File: src/rtl/ram_port_arbiter.sv
// ram_port_arbiter: serialises the fetch (stage12), operand-read (stage3) and
// save (stage5) request/ready handshakes onto the single-port ram macro.
// Fixed priority stage5 > stage3 > stage12, with a starvation guard that
// forces a fetch grant after STARVE_LIMIT consecutive lost arbitrations.
module ram_port_arbiter #(
  parameter int unsigned ADDR_W       = 16,
  parameter int unsigned DATA_W       = 8,
  parameter int unsigned STARVE_LIMIT = 4
) (
  input  logic              ram_clk,
  input  logic              rst,

  input  logic              stage12_read,
  input  logic [ADDR_W-1:0] stage12_read_address,
  output logic              stage12_read_ready,
  output logic [DATA_W-1:0] stage12_read_data_out,

  input  logic              stage3_read,
  input  logic [ADDR_W-1:0] stage3_read_address,
  output logic              stage3_read_ready,
  output logic [DATA_W-1:0] stage3_read_data_out,

  input  logic              stage5_save,
  input  logic [ADDR_W-1:0] stage5_save_address,
  input  logic [DATA_W-1:0] stage5_save_data_in,
  output logic              stage5_save_ready,

  output logic              ram_write_enable,
  output logic [ADDR_W-1:0] ram_address,
  output logic [DATA_W-1:0] ram_data_in,
  input  logic [DATA_W-1:0] ram_data_out,

  output logic [1:0]        grant
);

  localparam int unsigned CNT_W = 4;
  localparam logic [CNT_W-1:0] STARVE_MAX = CNT_W'(STARVE_LIMIT);
  localparam logic [CNT_W-1:0] CNT_SAT    = {CNT_W{1'b1}};

  localparam logic [1:0] GRANT_NONE  = 2'd0;
  localparam logic [1:0] GRANT_FETCH = 2'd1;
  localparam logic [1:0] GRANT_OPND  = 2'd2;
  localparam logic [1:0] GRANT_SAVE  = 2'd3;

  typedef enum logic [1:0] {
    S_IDLE    = 2'd0,
    S_ACCESS  = 2'd1,
    S_CAPTURE = 2'd2,
    S_HOLD    = 2'd3
  } state_t;

  state_t           r_state;
  logic [CNT_W-1:0] r_starve_cnt;

  logic       w_any_req;
  logic       w_starved;
  logic [1:0] w_winner;
  logic       w_grant_now;
  logic       w_owner_req;

  // Arbitration: starvation guard first, then fixed priority
  always_comb begin
    w_any_req = stage12_read | stage3_read | stage5_save;
    w_starved = stage12_read && (r_starve_cnt == STARVE_MAX);
    w_winner  = GRANT_NONE;
    if (w_starved) begin
      w_winner = GRANT_FETCH;
    end else if (stage5_save) begin
      w_winner = GRANT_SAVE;
    end else if (stage3_read) begin
      w_winner = GRANT_OPND;
    end else if (stage12_read) begin
      w_winner = GRANT_FETCH;
    end
    w_grant_now = (r_state == S_IDLE) && w_any_req;
  end

  // Live request level of the current owner, watched in HOLD
  always_comb begin
    w_owner_req = 1'b0;
    case (grant)
      GRANT_FETCH: w_owner_req = stage12_read;
      GRANT_OPND:  w_owner_req = stage3_read;
      GRANT_SAVE:  w_owner_req = stage5_save;
      default:     w_owner_req = 1'b0;
    endcase
  end

  // Count grants lost by a waiting fetch; any fetch grant or idle fetch clears it
  always_ff @(posedge ram_clk or negedge rst) begin
    if (!rst) begin
      r_starve_cnt <= '0;
    end else if (!stage12_read) begin
      r_starve_cnt <= '0;
    end else if (w_grant_now) begin
      if (w_winner == GRANT_FETCH) begin
        r_starve_cnt <= '0;
      end else if (r_starve_cnt != CNT_SAT) begin
        r_starve_cnt <= r_starve_cnt + CNT_W'(1);
      end
    end
  end

  // Access sequencer: grant/latch, RAM sample, capture + ready, hold until release
  always_ff @(posedge ram_clk or negedge rst) begin
    if (!rst) begin
      r_state               <= S_IDLE;
      grant                 <= GRANT_NONE;
      ram_write_enable      <= 1'b0;
      ram_address           <= '0;
      ram_data_in           <= '0;
      stage12_read_ready    <= 1'b0;
      stage3_read_ready     <= 1'b0;
      stage5_save_ready     <= 1'b0;
      stage12_read_data_out <= '0;
      stage3_read_data_out  <= '0;
    end else begin
      case (r_state)
        S_IDLE: begin
          ram_write_enable <= 1'b0;
          if (w_any_req) begin
            grant   <= w_winner;
            r_state <= S_ACCESS;
            case (w_winner)
              GRANT_SAVE: begin
                ram_address      <= stage5_save_address;
                ram_data_in      <= stage5_save_data_in;
                ram_write_enable <= 1'b1;
              end
              GRANT_OPND: begin
                ram_address <= stage3_read_address;
              end
              default: begin
                ram_address <= stage12_read_address;
              end
            endcase
          end
        end

        S_ACCESS: begin
          // RAM samples address/write on this edge; the write strobe ends here
          ram_write_enable <= 1'b0;
          r_state          <= S_CAPTURE;
        end

        S_CAPTURE: begin
          ram_write_enable <= 1'b0;
          r_state          <= S_HOLD;
          case (grant)
            GRANT_FETCH: begin
              stage12_read_data_out <= ram_data_out;
              stage12_read_ready    <= 1'b1;
            end
            GRANT_OPND: begin
              stage3_read_data_out <= ram_data_out;
              stage3_read_ready    <= 1'b1;
            end
            GRANT_SAVE: begin
              stage5_save_ready <= 1'b1;
            end
            default: begin
              r_state <= S_IDLE;
            end
          endcase
        end

        S_HOLD: begin
          if (!w_owner_req) begin
            stage12_read_ready <= 1'b0;
            stage3_read_ready  <= 1'b0;
            stage5_save_ready  <= 1'b0;
            grant              <= GRANT_NONE;
            r_state            <= S_IDLE;
          end
        end

        default: begin
          r_state <= S_IDLE;
        end
      endcase
    end
  end

endmodule

File: config.mk
export PLATFORM = sky130hd
export DESIGN_NAME = ram_port_arbiter
export DESIGN_NICKNAME = d
export VERILOG_FILES = /design/src/rtl/ram_port_arbiter.sv
export SDC_FILE = /design/constraint.sdc
export NUM_CORES = 1
export LEC_CHECK = 0
export CORE_AREA = 3 3 94 96
export CTS_CLUSTER_SIZE = 40
export DETAILED_ROUTE_END_ITERATION = 16
export DIE_AREA = 0 0 97 99
export PLACE_DENSITY = 0.65
export SLEW_MARGIN = 20
export SYNTH_ARGS = -nofsm -noshare
export SYNTH_HDL_FRONTEND = slang
export SYNTH_SLANG_ARGS = --single-unit
export TNS_END_PERCENT = 5
File: constraint.sdc
create_clock -name ram_clk -period 2.3 [get_ports ram_clk]
set_input_delay 0.575 -clock ram_clk [delete_from_list [all_inputs] [get_ports ram_clk]]
set_output_delay 0.575 -clock ram_clk [all_outputs]
set_load 0.01 [all_outputs]
# Word-level counts from Yosys, hierarchy flattened

Index checks and enable logic that the tools add are counted.

Add/subtract/negate cells: 1
Equality and inequality tests: 18
Mux-type cells: 26
Bitwise gates (word level): 2
Reduce and logical (&&, ||, !) cells: 18

Operators with widths:

| operator            | count |
|---|---|
| $pmux 16 s2         | 1 |
| $mux 4              | 4 |
| $reduce_and 3->1    | 5 |
| $mux 2              | 7 |
| $eq 2x2->1 const B  | 6 |
| $ne 2x2->1 const B  | 5 |
| $reduce_and 2->1    | 5 |
| $pmux 1 s2          | 4 |
| $pmux 2 s4          | 1 |
| $mux 1              | 7 |
| $eq 2x1->1 const B  | 3 |
| $reduce_bool 2->1   | 3 |
| $add 4x1->4 const B | 1 |
| $eq 4x3->1 const B  | 1 |
| $ne 4x4->1 const B  | 1 |
| $pmux 2 s2          | 1 |
| $ne 3x1->1 const B  | 1 |
| $pmux 1 s3          | 1 |
| $reduce_or 3->1     | 1 |
| $logic_and 1x1->1   | 2 |
| $logic_not 2->1     | 1 |
| $ne 2x1->1 const B  | 1 |
| $or 1x1->1          | 2 |
| $reduce_or 2->1     | 1 |

Bits in registers: 52
Input port bits: 69
Output and inout bits: 46
Word-level logic and storage cells: 76

# Depth between registers and ports, before layout

Word-level depth: 8
Depth in mapped cells: 8
Gate-level depth less buffers: 6

# Worst setup path after synthesis

No wires, ideal clock.

Path kind: input to register
Start point: in stage5_save
End point: reg ram_address[0]
Library setup time: 0.135 ns
Data arrival time: 1.519 ns
Data required time: 2.165 ns
Path slack: 0.646 ns
Stages: 6
Buffers on the path: 2
Cell sequence: buf_2 -> o31a_1 -> clkbuf_1 -> and3_1 -> a221oi_2 -> o31ai_1

Word-level cells in the longest chain between the ends: 4
Elaborated cells between the ends (all ways): 7
Classes of those cells: 2 x eq/ne; 3 x mux; 1 x bitwise; 1 x reduce/logical

Ends and longest elaborated chain:

| item                 | line | text |
|---|---|---|
| start, declared      | 23   | `input logic stage5_save,` |
| $mux 2               | 68   | `end else if (stage5_save) begin` |
| $mux 2               | 66   | `if (w_starved) begin` |
| $eq 2x2->1           | 124  | `case (w_winner)` |
| $pmux 16 s2          | 124  |  |
| end signal, assigned | 126  | `ram_address <= stage5_save_address;` |
| end signal, assigned | 131  | `ram_address <= stage3_read_address;` |
| end signal, assigned | 134  | `ram_address <= stage12_read_address;` |
| end, declared        | 29   | `output logic [ADDR_W-1:0] ram_address,` |

Parallel ways exist; a longest one is shown, timed or not.
A chain may end at the register's enable or synchronous reset.

# Worst setup path in the final report

Start point: reg grant[0]
End point: out grant[0]

RTL lines:

| item                   | line | text |
|---|---|---|
| start, declared        | 33   | `output logic [1:0] grant` |
| start signal, assigned | 122  | `grant <= w_winner;` |

No word-level cell between the ends.

==> flow_results.xml <==
<?xml version="1.0" encoding="UTF-8"?>
<metrics>
  <group name="clock_network">
    <metric name="worstSkewPairLatency" unit="ns">0.30</metric>
    <metric name="clk_root_buffer_cell" unit="">sky130_fd_sc_hd__clkbuf_8</metric>
    <metric name="cts_htree_levels" unit="">2</metric>
    <metric name="cts_sinks" unit="">52</metric>
    <metric name="cts.path.max_buffers" unit="">2</metric>
    <metric name="cts.repair.resized" unit="">0</metric>
    <metric name="tritoncts_buffers" unit="">5</metric>
    <metric name="cts-hold-fix-buffers" unit="">0</metric>
    <metric name="clkSlewWorstSetupHoldPaths" unit="ns">0.10</metric>
    <metric name="cts_setup_buffers" unit="">0</metric>
    <metric name="clock_tree_from_tritoncts" unit="">yes</metric>
  </group>
  <group name="timing">
    <metric name="timing.final.ws_setup" unit="ns">0.322</metric>
    <metric name="grt_setup_unrepaired" unit="">false</metric>
    <metric name="setup_violations" unit="">0</metric>
    <metric name="timing.final.crit_period" unit="ns">1.98</metric>
    <metric name="drv_slew" unit="">0</metric>
    <metric name="timing.setup.tns" unit="ns">0</metric>
    <metric name="hold_viol_final" unit="">0</metric>
    <metric name="min_period_over_period" unit="%">86.0</metric>
    <metric name="max_clock_freq" unit="GHz">0.505</metric>
    <metric name="tightestPinTransition" unit="ns">0.551</metric>
    <metric name="timing.slew.headroom" unit="%">63.3</metric>
    <metric name="clock_skew" unit="ns">0.00860</metric>
  </group>
  <group name="final_layout">
    <metric name="n_antenna_cell" unit="">0</metric>
    <metric name="share_of_final_layout_standard_cells_stronger_than_drive_strength_1" unit="%">14.1</metric>
    <metric name="fillers" unit="">763</metric>
    <metric name="most-common-layout-cells" unit="">sky130_fd_sc_hd__clkdlybuf4s50_1, sky130_fd_sc_hd__dfrtp_1, sky130_fd_sc_hd__mux2_2, sky130_fd_sc_hd__a31oi_1, sky130_fd_sc_hd__nand2_1</metric>
    <metric name="layout_commonest_cell" unit="">sky130_fd_sc_hd__clkdlybuf4s50_1</metric>
    <metric name="areaGrowthSynthToFinish" unit="%">49.2</metric>
    <metric name="fin_nets" unit="">458</metric>
    <metric name="stdcell_count" unit="">488</metric>
    <metric name="multi_input_area" unit="um^2">1350</metric>
    <metric name="layout.area.seq" unit="um^2">1300</metric>
  </group>
  <group name="worst_setup_path">
    <metric name="arrival" unit="ns">1.40</metric>
    <metric name="ff2ff_path_depth" unit="">7</metric>
    <metric name="worst-setup-path-type" unit="">reg2out</metric>
    <metric name="critical_path.cell_chain" unit="">clkdlybuf4s50_1</metric>
    <metric name="critical_path_sink_type" unit="">output port</metric>
    <metric name="critPathLaunchType" unit="">register</metric>
    <metric name="crit_path_max_incr_delay" unit="ns">0.60</metric>
    <metric name="cp.buffers_inverters" unit="">1</metric>
    <metric name="worst-endpoint-required" unit="ns">1.73</metric>
    <metric name="worst-r2r-setup-slack" unit="ns">0.36</metric>
    <metric name="r2r_end" unit="">ram_address[11]</metric>
    <metric name="timing.rr.start" unit="">r_state[0]</metric>
    <metric name="path_max_fanout" unit="">9</metric>
    <metric name="timing.critical_path.max_delay_family" unit="">buffers and inverters</metric>
    <metric name="critPathSlowestCell" unit="">sky130_fd_sc_hd__clkdlybuf4s50_1</metric>
  </group>
  <group name="yosys">
    <metric name="async_set_reset_flop_share_out_of_synthesis" unit="%">100</metric>
    <metric name="count_of_flip_flops_with_a_built_in_enable_after_synthesis" unit="">0</metric>
    <metric name="syn-num-nets" unit="">347</metric>
    <metric name="yosys.cell_types.count" unit="">34</metric>
    <metric name="synth_seq_area_share" unit="%">46.4</metric>
    <metric name="gate_count_post_synth" unit="">271</metric>
    <metric name="ys_dominant_reg_cell" unit="">sky130_fd_sc_hd__dfrtp_1</metric>
    <metric name="netlist_area" unit="um^2">2800</metric>
    <metric name="yosysWarnings" unit="">0</metric>
    <metric name="flop_and_latch_count_out_of_synthesis" unit="">52</metric>
    <metric name="avgSynthCellArea" unit="um^2">10.3</metric>
  </group>
  <group name="floorplanning">
    <metric name="start_util" unit="%">34.5</metric>
    <metric name="ios" unit="">115</metric>
    <metric name="floorplan.die.width" unit="um">97</metric>
    <metric name="die_h" unit="um">99</metric>
    <metric name="core.rowCount" unit="">33</metric>
    <metric name="placeableCoreArea" unit="um^2">8130</metric>
    <metric name="die_area" unit="um^2">9600</metric>
  </group>
  <group name="status">
    <metric name="run_status" unit="">finished, final reports clean</metric>
  </group>
  <group name="place">
    <metric name="port_buffers" unit="">114</metric>
    <metric name="detailedPlace.worstSlack" unit="ns">0.0691</metric>
    <metric name="gp_congestion" unit="">0.757</metric>
    <metric name="placed_cells_incl_taps" unit="">480</metric>
    <metric name="detailed_place_hpwl" unit="um">5690</metric>
  </group>
  <group name="pwr">
    <metric name="p_seq_share" unit="%">35.4</metric>
    <metric name="peak_supply_drop" unit="uV">349</metric>
    <metric name="net-switching-power" unit="uW">1600</metric>
    <metric name="p_leak" unit="uW">0.00167</metric>
    <metric name="total_power" unit="uW">4610</metric>
    <metric name="pwr-share-comb" unit="%">53.2</metric>
    <metric name="power.switching_fraction" unit="%">34.6</metric>
    <metric name="power.clock.fraction" unit="%">11.4</metric>
    <metric name="internal_power" unit="uW">3020</metric>
    <metric name="power_density" unit="nW/um^2">1100</metric>
  </group>
  <group name="routing">
    <metric name="detail_route.vias_per_cell" unit="">5.13</metric>
    <metric name="drcViolationCount" unit="">0</metric>
    <metric name="antenna_violating_nets_post_route" unit="">0</metric>
    <metric name="postRouteWirelength" unit="um">7400</metric>
    <metric name="firstDrtPassIters" unit="">4</metric>
    <metric name="num_vias" unit="">2504</metric>
    <metric name="drt_first_iter_violations" unit="">121</metric>
    <metric name="route.detailed.wl_per_inst" unit="um">15.2</metric>
  </group>
  <group name="global_route">
    <metric name="via_count_of_the_first_global_routing_pass" unit="">2607</metric>
    <metric name="largest_net_degree_at_the_start_of_global_routing" unit="">31</metric>
    <metric name="grt_pass1_wl" unit="um">12900</metric>
    <metric name="track_usage" unit="%">16.0</metric>
    <metric name="grt_antenna_before_repair" unit="">0</metric>
    <metric name="grt-ovfl-total" unit="">0</metric>
  </group>
  <group name="flow_run">
    <metric name="drv.max_cap_violation_count" unit="">0</metric>
  </group>
  <group name="min_path">
    <metric name="hp-class" unit="">in2async</metric>
  </group>
</metrics>
layout make-up:
cell class | count | area share [%]
Clock buffer | 5 | 1.65
Inverter | 12 | 1.08
Sequential cell | 52 | 31.1
Tap cell | 105 | 3.14
Multi-Input combinational cell | 183 | 32.2
Timing Repair Buffer | 128 | 30.3
Clock inverter | 3 | 0.568
state kept, by name (all words and copies together) (netlist names):
| signal | flops |
|---|---|
| stage3_read_ready | 1 |
| ram_address | 16 |
| stage12_read_data_out | 8 |
| r_starve_cnt | 4 |
| ram_data_in | 8 |
| r_state | 2 |
| stage5_save_ready | 1 |
| stage3_read_data_out | 8 |
| ram_write_enable | 1 |
| stage12_read_ready | 1 |
| grant | 2 |
power by group through the flow:
stage / combinational [uW] / sequential (uW) / clock [uW]
floorplan: 1070 / 1810 / 0
global placement: 2450 / 1640 / 0
detailed placement: 2480 / 1660 / 0
CTS: 2490 / 1640 / 553
global route: 2690 / 1700 / 591
finish: 2450 / 1630 / 525
metrics by stage:
step                      cell area [um^2]  hold WS [ns]  utilization (%)
after detailed placement              4090         0.479             50.3
after CTS                             4180         0.257             51.4
final                                 4180         0.240             51.4
after global routing                  4180         0.264             51.4
after global placement                4090         0.475             50.3
after floorplan                       2800         0.279                -
worst max path at each step:
stage,from,to,cells past startpoint
3_5_place_dp,stage5_save,ram_address[10],6
5_1_grt,r_state[0],ram_address[11],7
6_report,grant[0],grant[0],1
2_1_floorplan,stage5_save,ram_address[0],6
3_3_place_gp,stage5_save,ram_address[10],6
4_1_cts,grant[0],grant[0],1
kinds of logic after synthesis:
family	after synthesis	synth area share [%]
compound gates	83	22.0
simple gates	68	12.9
flops	52	46.4
buf+inv	36	5.58
mux	25	10.0
fa+ha+maj	7	3.12
layer usage:
metal | GRT usage, % | part of all wire (%) | vias to the layer above
met2 | 27.5 | 49 | 93
met3 | 2.97 | 4.9 | 5
li1 | - | - | 1218
met4 | 3.56 | 0.96 | 0
met1 | 21.1 | 46 | 1188
met5 | 0 | 0 | -
Yosys cell counts, types with 2 or more instances:
library cell / n / area share [%]
sky130_fd_sc_hd__a21o_1: 2 / 0.54
sky130_fd_sc_hd__a21oi_1: 7 / 1.2
sky130_fd_sc_hd__a221oi_2: 5 / 2.7
sky130_fd_sc_hd__a31oi_1: 20 / 4.5
sky130_fd_sc_hd__and3_1: 7 / 1.6
sky130_fd_sc_hd__buf_2: 11 / 2.0
sky130_fd_sc_hd__clkbuf_1: 12 / 1.6
sky130_fd_sc_hd__dfrtp_1: 52 / 46
sky130_fd_sc_hd__ha_1: 7 / 3.1
sky130_fd_sc_hd__inv_1: 12 / 1.6
sky130_fd_sc_hd__mux2_2: 25 / 10
sky130_fd_sc_hd__nand2_1: 19 / 2.5
sky130_fd_sc_hd__nand2b_1: 2 / 0.45
sky130_fd_sc_hd__nand3_1: 15 / 2.7
sky130_fd_sc_hd__nand3b_1: 2 / 0.54
sky130_fd_sc_hd__nor2_1: 2 / 0.27
sky130_fd_sc_hd__nor2b_1: 17 / 3.8
sky130_fd_sc_hd__o2111ai_1: 11 / 3.4
sky130_fd_sc_hd__o21a_1: 13 / 3.5
sky130_fd_sc_hd__o21ai_0: 7 / 1.2
sky130_fd_sc_hd__o22ai_1: 6 / 1.3
sky130_fd_sc_hd__o31ai_1: 5 / 1.3
Power figures use the tool's default switching activity.
